$ cat src/rtl/input_debouncer.sv
// Two-channel switch debouncer: 2-flop synchronizer plus a 4-state FSM per channel.
// Define DEBOUNCE_EDGE_PULSE_EN to build the single-cycle rise/fall pulse registers.
module input_debouncer #(
   parameter int unsigned DEBOUNCE_CYCLES = 1000000
) (
   input  logic clk,
   input  logic rst_n,
   input  logic in_a,
   input  logic in_b,
   output logic a_db,
   output logic b_db,
   output logic a_rise,
   output logic a_fall,
   output logic b_rise,
   output logic b_fall
);

   localparam int unsigned CntW = $clog2(DEBOUNCE_CYCLES + 1);
   localparam logic [CntW-1:0] CntLast = CntW'(DEBOUNCE_CYCLES - 1);
   localparam logic [CntW-1:0] CntOne  = CntW'(1);

   typedef enum logic [1:0] {StStableLo, StPendHi, StStableHi, StPendLo} state_e;

   logic [1:0] w_raw;
   logic [1:0] w_db;
   logic [1:0] w_rise;
   logic [1:0] w_fall;

   assign w_raw = {in_b, in_a};

   for (genvar gi = 0; gi < 2; gi++) begin : g_ch
      logic [1:0]      r_sync;
      state_e          r_state;
      logic [CntW-1:0] r_cnt;
      logic            r_db;
      logic            w_s;

      always_ff @(posedge clk or negedge rst_n) begin
         if (!rst_n) begin
            r_sync <= '0;
         end else begin
            r_sync <= {r_sync[0], w_raw[gi]};
         end
      end

      assign w_s = r_sync[1];

`ifdef DEBOUNCE_EDGE_PULSE_EN
      logic r_rise;
      logic r_fall;
`endif

      // r_cnt counts synchronized samples that disagree with the committed level.
      always_ff @(posedge clk or negedge rst_n) begin
         if (!rst_n) begin
            r_state <= StStableLo;
            r_cnt   <= '0;
            r_db    <= 1'b0;
`ifdef DEBOUNCE_EDGE_PULSE_EN
            r_rise  <= 1'b0;
            r_fall  <= 1'b0;
`endif
         end else begin
`ifdef DEBOUNCE_EDGE_PULSE_EN
            r_rise <= 1'b0;
            r_fall <= 1'b0;
`endif
            case (r_state)
               StStableLo: begin
                  if (w_s) begin
                     r_state <= StPendHi;
                     r_cnt   <= CntOne;
                  end else begin
                     r_cnt   <= '0;
                  end
               end
               StPendHi: begin
                  if (!w_s) begin
                     r_state <= StStableLo;
                     r_cnt   <= '0;
                  end else if (r_cnt == CntLast) begin
                     r_state <= StStableHi;
                     r_cnt   <= '0;
                     r_db    <= 1'b1;
`ifdef DEBOUNCE_EDGE_PULSE_EN
                     r_rise  <= 1'b1;
`endif
                  end else begin
                     r_cnt   <= r_cnt + CntOne;
                  end
               end
               StStableHi: begin
                  if (!w_s) begin
                     r_state <= StPendLo;
                     r_cnt   <= CntOne;
                  end else begin
                     r_cnt   <= '0;
                  end
               end
               StPendLo: begin
                  if (w_s) begin
                     r_state <= StStableHi;
                     r_cnt   <= '0;
                  end else if (r_cnt == CntLast) begin
                     r_state <= StStableLo;
                     r_cnt   <= '0;
                     r_db    <= 1'b0;
`ifdef DEBOUNCE_EDGE_PULSE_EN
                     r_fall  <= 1'b1;
`endif
                  end else begin
                     r_cnt   <= r_cnt + CntOne;
                  end
               end
               default: begin
                  r_state <= StStableLo;
                  r_cnt   <= '0;
                  r_db    <= 1'b0;
               end
            endcase
         end
      end

      assign w_db[gi] = r_db;
`ifdef DEBOUNCE_EDGE_PULSE_EN
      assign w_rise[gi] = r_rise;
      assign w_fall[gi] = r_fall;
`else
      assign w_rise[gi] = 1'b0;
      assign w_fall[gi] = 1'b0;
`endif
   end

   assign a_db   = w_db[0];
   assign b_db   = w_db[1];
   assign a_rise = w_rise[0];
   assign a_fall = w_fall[0];
   assign b_rise = w_rise[1];
   assign b_fall = w_fall[1];

endmodule
$ cat config.mk
export PLATFORM = sky130hd
export DESIGN_NAME = input_debouncer
export DESIGN_NICKNAME = d
export VERILOG_FILES = /design/src/rtl/input_debouncer.sv
export SDC_FILE = /design/constraint.sdc
export NUM_CORES = 1
export LEC_CHECK = 0
export BUFFER_PORTS_ARGS = -buffer_cell sky130_fd_sc_hd__buf_2
export CORE_MARGIN = 2
export CORE_UTILIZATION = 49
export DETAILED_ROUTE_END_ITERATION = 8
export PLACE_DENSITY_LB_ADDON = 0.2
export SYNTH_ARGS = -nofsm -noshare
export SYNTH_HDL_FRONTEND = slang
export SYNTH_SLANG_ARGS = --single-unit
export TNS_END_PERCENT = 10
$ cat constraint.sdc
create_clock -name clk -period 2.8 [get_ports clk]
set_input_delay 0.28 -clock clk [delete_from_list [all_inputs] [get_ports clk]]
set_output_delay 0.28 -clock clk [all_outputs]
set_load 0.05 [all_outputs]
==> summary.txt, run 1 <==
Layout
  – # diodes: 0
  – Highest-count cells in the layout ignoring fill and taps: dfrtp_1, nor2_1, nand2_1
  – Share of cells above drive strength 1: 0.08560
  – Multi-input gate area: 1111 um2
  – Sequential cell area: 1251 um2
  – Commonest non-fill, non-tap cell in the layout: dfrtp_1
  – Area Growth Syn to Fin: 6.419%
  – Final Util: 0.5461
  – Fillers: 441
  – Cell area after layout: 2614 um2
  – Final nets: 262

Detailed routing
  – WL per Instance: 13.06 um
  – Final wirelength: 4232 um
  – Routed vias/inst: 5.528
  – Drt first pass iters: 4
  – Post-route ant nets: 0
  – Initial drt markers: 98
  – Vias: 1791
  – DRC: 0

Pwr
  – P_leak: 0.001018 uW
  – P_int: 919.1 uW
  – Max VDD drop: 0.3165 mV
  – Sw frac: 0.2375
  – Clock share of power: 0.341
  – Reg power frac: 0.612
  – Comb power frac: 0.046
  – Sw Pwr: 286.3 uW
  – Power per cell area: 461.2 nW/um2

STA
  – Final period util: 0.8071
  – Slew headroom: 0.2879
  – Fin Setup TNS: 0 ns
  – Min Clock Period, post-route: 2.260 ns
  – Final Hold Vio Count: 0
  – Unrepaired setup endpoints after global routing: no
  – Highest Clock Rate: 442.5 MHz
  – Worst-margin pin slew: 1.068 ns
  – Final setup fails: 0
  – Final Skew: 0.009981 ns
  – WHS: 0.07861 ns
  – Slew Limit Fails: 0

Critical path
  – Kind of critical path: register to register
  – Worst Path Buf+Inv: 0
  – Setup crit start kind: register
  – Slowest CP cell: or4_1
  – Crit path DAT: 2.45 ns
  – Largest delay contributor family on the critical path: simple AND/OR/NAND/NOR gates
  – Slowest stage delay, CP: 0.64 ns
  – Worst Path Max Fanout: 6
  – CP Capture Type: register
  – Cells along the critical path: ha_1, nand2_1, or4_1, nor3_1, mux2_2
  – Critical path required time: 2.99 ns

CTS
  – Worst-Skew Late Latency: 0.31 ns
  – CTS H-tree lvls: 2
  – Clk pin slew, worst setup/hold paths: 0.08 ns
  – Clock sink count: 50
  – Clk buf depth: 2
  – CTS tree: built
  – Post-CTS Setup Inserts: 0
  – Hold_buf cts: 0
  – Total CTS buffers: 5
  – Post-CTS Resized: 0
  – Root Driver: clkbuf_8

Synthesis
  – Main combinational cell family by area after synthesis: simple AND/OR/NAND/NOR gates
  – Post-synth EDFFs: 0
  – Post-Synth Adder-Cell Area: 0.01019
  – Synthesis-stage register bit count: 50
  – Synth Instances: 250
  – XOR/XNOR Fraction of Synth Area: 0.08558
  – Register area share after synthesis: 0.5094
  – Simple-Gate Fraction of Synth Area: 0.2466
  – FFs w/ async S/R, synth: 1.000
  – Top_reg_cell synth: dfrtp_1
  – Yosys cell types: 38
  – Compound-Gate Fraction of Synth Area: 0.09934
  – Post-synthesis mux area share: 0.004585
  – Mapped Area: 2456 um2
  – Syn avg cell area: 9.824 um2
  – Yosys warning total: 0

Die
  – FP Rows: 25
  – Die area: 5595 um2
  – Die height: 74.80 um
  – Core Footprint: 4786 um2
  – # IOs: 10
  – Die W: 74.80 um
  – Initial core utilization: 0.5132

Placement
  – GPL Wtd Cong: 0.8198
  – Buffers added on ports: 5
  – Post-DP HPWL: 2899 um
  – Placed cell area: 2527 um2

GRT
  – Initial antenna violation count: 0
  – First-pass GRT wire length: 7341 um
  – Gr ovfl total: 0
  – Total GRT Usage: 0.1727
  – Vias in the first global route: 1583
  – Largest net degree at the start of global routing: 51

Job
  – Max Cap Viol: 0

Outcome
  – Status: complete, no violations

Min path
  – Hold Crit Class: primary input to register
per-stage QoR:
stage / instances / worst slack [ns] / total power, uW
floorplan: 253 / 0.7181 / 790.6
global placement: 316 / 0.5847 / 809.4
detailed placement: 316 / 0.5669 / 810.2
CTS: 324 / 0.5487 / 1226
global route: 324 / 0.4040 / 1256
finish: 324 / 0.5402 / 1205
cells by family after synthesis:
group | after synthesis
mux | 1
buf+inv | 22
other cells | 1
simple gates | 112
flops | 50
fa+ha+maj | 2
compound gates | 38
xor+xnor | 24
worst paths after layout:
path | start | endpoint | slack, ns | cells past startpoint
min in group asynchronous | rst_n | g_ch[0].r_cnt[2] | 0.17 | 1
worst max-delay path | g_ch[1].r_cnt[0] | register | 0.54 | 5
worst max register to register | g_ch[1].r_cnt[0] | register | 0.54 | 5
worst min-delay path | in_a | g_ch[0].r_sync[0] | 0.08 | 1
worst min register to register | g_ch[0].r_sync[0] | g_ch[0].r_sync[1] | 0.35 | 0
max in group asynchronous | rst_n | g_ch[0].r_cnt[15] | 1.98 | 1
synth_stat cells, types with 2 or more instances:
cell,instances,area (um2)
dfrtp_1,50,1251
ha_1,2,25.02
nor4_1,6,37.54
nor3_1,7,35.03
clkbuf_1,5,18.77
nand3_1,12,60.06
o41ai_1,2,17.52
o31ai_1,6,45.04
and4_1,2,17.52
nand4_1,7,43.79
xor2_1,9,78.83
a2bb2oi_1,2,17.52
xnor2_1,15,131.4
buf_4,6,45.04
or4_1,10,75.07
o21ai_0,8,40.04
nand2_1,18,67.56
or3_1,10,62.56
and3_1,2,12.51
inv_1,11,41.29
nor2_1,29,108.9
a21oi_1,15,75.07
worst reg2reg max path, cell delays in order (launching register included):
cell	delay, ns
dfrtp_1	0.39
ha_1	0.30
nand2_1	0.14
or4_1	0.64
nor3_1	0.31
mux2_2	0.37
state kept, by name, summed over array words and instances, names as in the netlist, named ones only:
signal	count
g_ch.r_cnt	40
b_db	1
a_db	1
g_ch.r_state	2
g_ch.r_sync	4
final cells by class:
| type | count | area share |
|---|---|---|
| Clock buffer | 6 | 0.02776 |
| Inverter | 11 | 0.01580 |
| Sequential cell | 50 | 0.4787 |
| Timing Repair Buffer | 7 | 0.01532 |
| Clock inverter | 2 | 0.005266 |
| Multi-Input combinational cell | 181 | 0.4251 |
| Tap cell | 67 | 0.03207 |
power by group through the flow:
stage               Clock (uW)  Combinational, uW  Sequential (uW)
finish                     412               55.6              738
global route               452               64.7              740
CTS                        430               57.5              738
detailed placement           0               57.6              753
global placement             0               56.7              753
floorplan                    0               39.7              751
layer usage:
layer,share of wire,up-vias,GRT usage
li1,-,886,-
met1,0.50,863,0.2533
met2,0.44,36,0.2478
met3,0.033,6,0.03614
met4,0.019,0,0.07738
met5,0,-,0
Power figures use the tool's default switching activity.
==> run 2, diff against run 1 <==
Clock period 2.8 ns to 1.9 ns, I/O delays scaled along.
==> run 2 against run 1 <==
The flow now finishes with violations (negative hold slack, negative setup slack). Total power up 53%. Clock-buffer cell count up 1. Clock skew down 0.0077 ns. Largest cell class unchanged. Register-to-register slack worse by 0.76 ns. Sequential power up 48%. Critical path depth down 1. Die area unchanged. Setup slack worse by 0.76 ns. Sequential cell count unchanged. Core utilization up 9.7 points. Sequential share of layout area down 7.2 points.
==> summary.txt, run 2 (synthesis results as in run 1) <==
Detailed routing
  – Initial drt markers: 157
  – WL per Instance: 13.80 um
  – Routed vias/inst: 5.358
  – Vias: 1977
  – Post-route ant nets: 0
  – Drt first pass iters: 5
  – DRC: 0
  – Final wirelength: 5092 um

Min path
  – Hold Crit Class: primary input to async pin

STA
  – Slew Limit Fails: 0
  – Worst Setup Slack, final: -0.2198 ns
  – Min Clock Period, post-route: 2.120 ns
  – Final Skew: 0.002262 ns
  – Unrepaired setup endpoints after global routing: yes
  – Final period util: 1.116
  – Fin Setup TNS: -2.260 ns
  – Highest Clock Rate: 471.7 MHz
  – Final Hold Vio Count: 50
  – WHS: -0.01959 ns
  – Slew headroom: 0.5806
  – Final setup fails: 22
  – Worst-margin pin slew: 0.6291 ns

GRT
  – Initial antenna violation count: 0
  – Largest net degree at the start of global routing: 51
  – Gr ovfl total: 0
  – Total GRT Usage: 0.2073
  – Vias in the first global route: 1886
  – First-pass GRT wire length: 8735 um

Pwr
  – Tot Pwr: 1841 uW
  – P_int: 1412 uW
  – Reg power frac: 0.589
  – Clock share of power: 0.346
  – Power per cell area: 598.3 nW/um2
  – Max VDD drop: 0.4862 mV
  – Comb power frac: 0.065
  – P_leak: 0.001267 uW
  – Sw frac: 0.2330
  – Sw Pwr: 428.9 uW

Layout
  – Final Util: 0.6429
  – # diodes: 0
  – Fillers: 396
  – Final nets: 307
  – Area Growth Syn to Fin: 25.27%
  – Max reg flops: 40
  – Largest regs: g_ch.r_cnt x40, g_ch.r_sync x4, g_ch.r_state x2
  – Biggest register: g_ch.r_cnt
  – Commonest non-fill, non-tap cell in the layout: dfrtp_1
  – Multi-input gate area: 1202 um2
  – Sequential cell area: 1251 um2
  – Share of cells above drive strength 1: 0.2616
  – Highest-count cells in the layout ignoring fill and taps: dfrtp_1, buf_4, nor2_1

Placement
  – Pre-CTS setup slack: -0.1704 ns
  – Buffers added on ports: 5
  – GPL Wtd Cong: 0.7512
  – Post-DP HPWL: 3507 um

Outcome
  – Status: finished with violations
  – Failing checks: negative hold slack, negative setup slack

Critical path
  – Worst Path Max Fanout: 4
  – Worst R2R Start: g_ch[0].r_cnt[12]
  – Critical path required time: 2.10 ns
  – Crit path DAT: 2.32 ns
  – Setup crit start kind: register
  – Worst-case reg-to-reg path depth: 4
  – Kind of critical path: register to register
  – Worst reg-to-reg setup slack: -0.22 ns
  – CP Capture Type: register

CTS
  – Clock sink count: 50
  – Root Driver: clkbuf_8
  – CTS tree: built
  – CTS H-tree lvls: 2
  – Worst-Skew Late Latency: 0.30 ns
  – Total CTS buffers: 5
  – Clk pin slew, worst setup/hold paths: 0.09 ns
  – Clk buf depth: 2

Die
  – Die W: 74.80 um
  – Core Footprint: 4786 um2
  – FP Rows: 25
  – Die height: 74.80 um
  – Initial core utilization: 0.5132
  – # IOs: 10
  – Die area: 5595 um2

Job
  – Max Cap Viol: 0
==> run 2: changes by cell type in the layout (fill, tap and decap cells not counted), moves of 3 or more <==
cell,before,now
or4_4,1,4
buf_6,0,3
buf_4,2,41
or4_1,10,7
==> run 2: repair_timing <==
action,4_1_cts,5_1_grt
hold buffers,2,0
endpoints found under the setup margin,43,44
endpoints found under the hold margin,2,0
gates resized for setup,10,8
pin swaps,6,2
setup buffers,2,1
cloned,0,0
==> run 2: area by class of cell <==
class | count | share of cell area
inverter | 11 | 0.01342
clock buffer | 7 | 0.02806
clock inverter | 1 | 0.001627
tap | 67 | 0.02725
multi-input combinational | 181 | 0.3908
sequential | 50 | 0.4067
timing repair buffer | 52 | 0.1322
==> run 2: worst max-delay path by stage <==
stage	end	slack, ns	start	cells after the start
after global placement	register	-0.14	g_ch[0].r_cnt[13]	4
after global routing	register	-0.24	g_ch[0].r_cnt[13]	4
after CTS	register	-0.18	g_ch[0].r_cnt[13]	4
after detailed placement	register	-0.17	g_ch[0].r_cnt[13]	4
after floorplan	register	-0.15	g_ch[0].r_cnt[13]	4
final	register	-0.22	g_ch[0].r_cnt[12]	4
==> run 2: layer usage <==
metal	track usage	share of wire
met5	0	0
met1	0.2899	0.48
met3	0.04284	0.029
met4	0.07738	0.016
met2	0.3225	0.47
==> run 2: power groups by stage <==
stage	sequential, uW	clock, uW	combinational (uW)
floorplan	1110	0	59.0
global placement	1110	0	111
detailed placement	1110	0	112
CTS	1090	651	120
global route	1090	696	135
finish	1090	636	120
==> run 2: through the flow <==
stage / instances / instance area (um2) / hold WS, ns
floorplan: 253 / 2474 / -0.1056
global placement: 356 / 2845 / 0.2992
detailed placement: 356 / 2845 / 0.3001
CTS: 368 / 3030 / 0.01313
global route: 369 / 3077 / 0.04892
finish: 369 / 3077 / -0.01959
==> run 2: worst max-delay path: stages, from the launching register on <==
cell	delay, ns
dfrtp_1	0.39
or3b_2	0.48
or4_4	0.60
or3_4	0.36
a21o_1	0.18
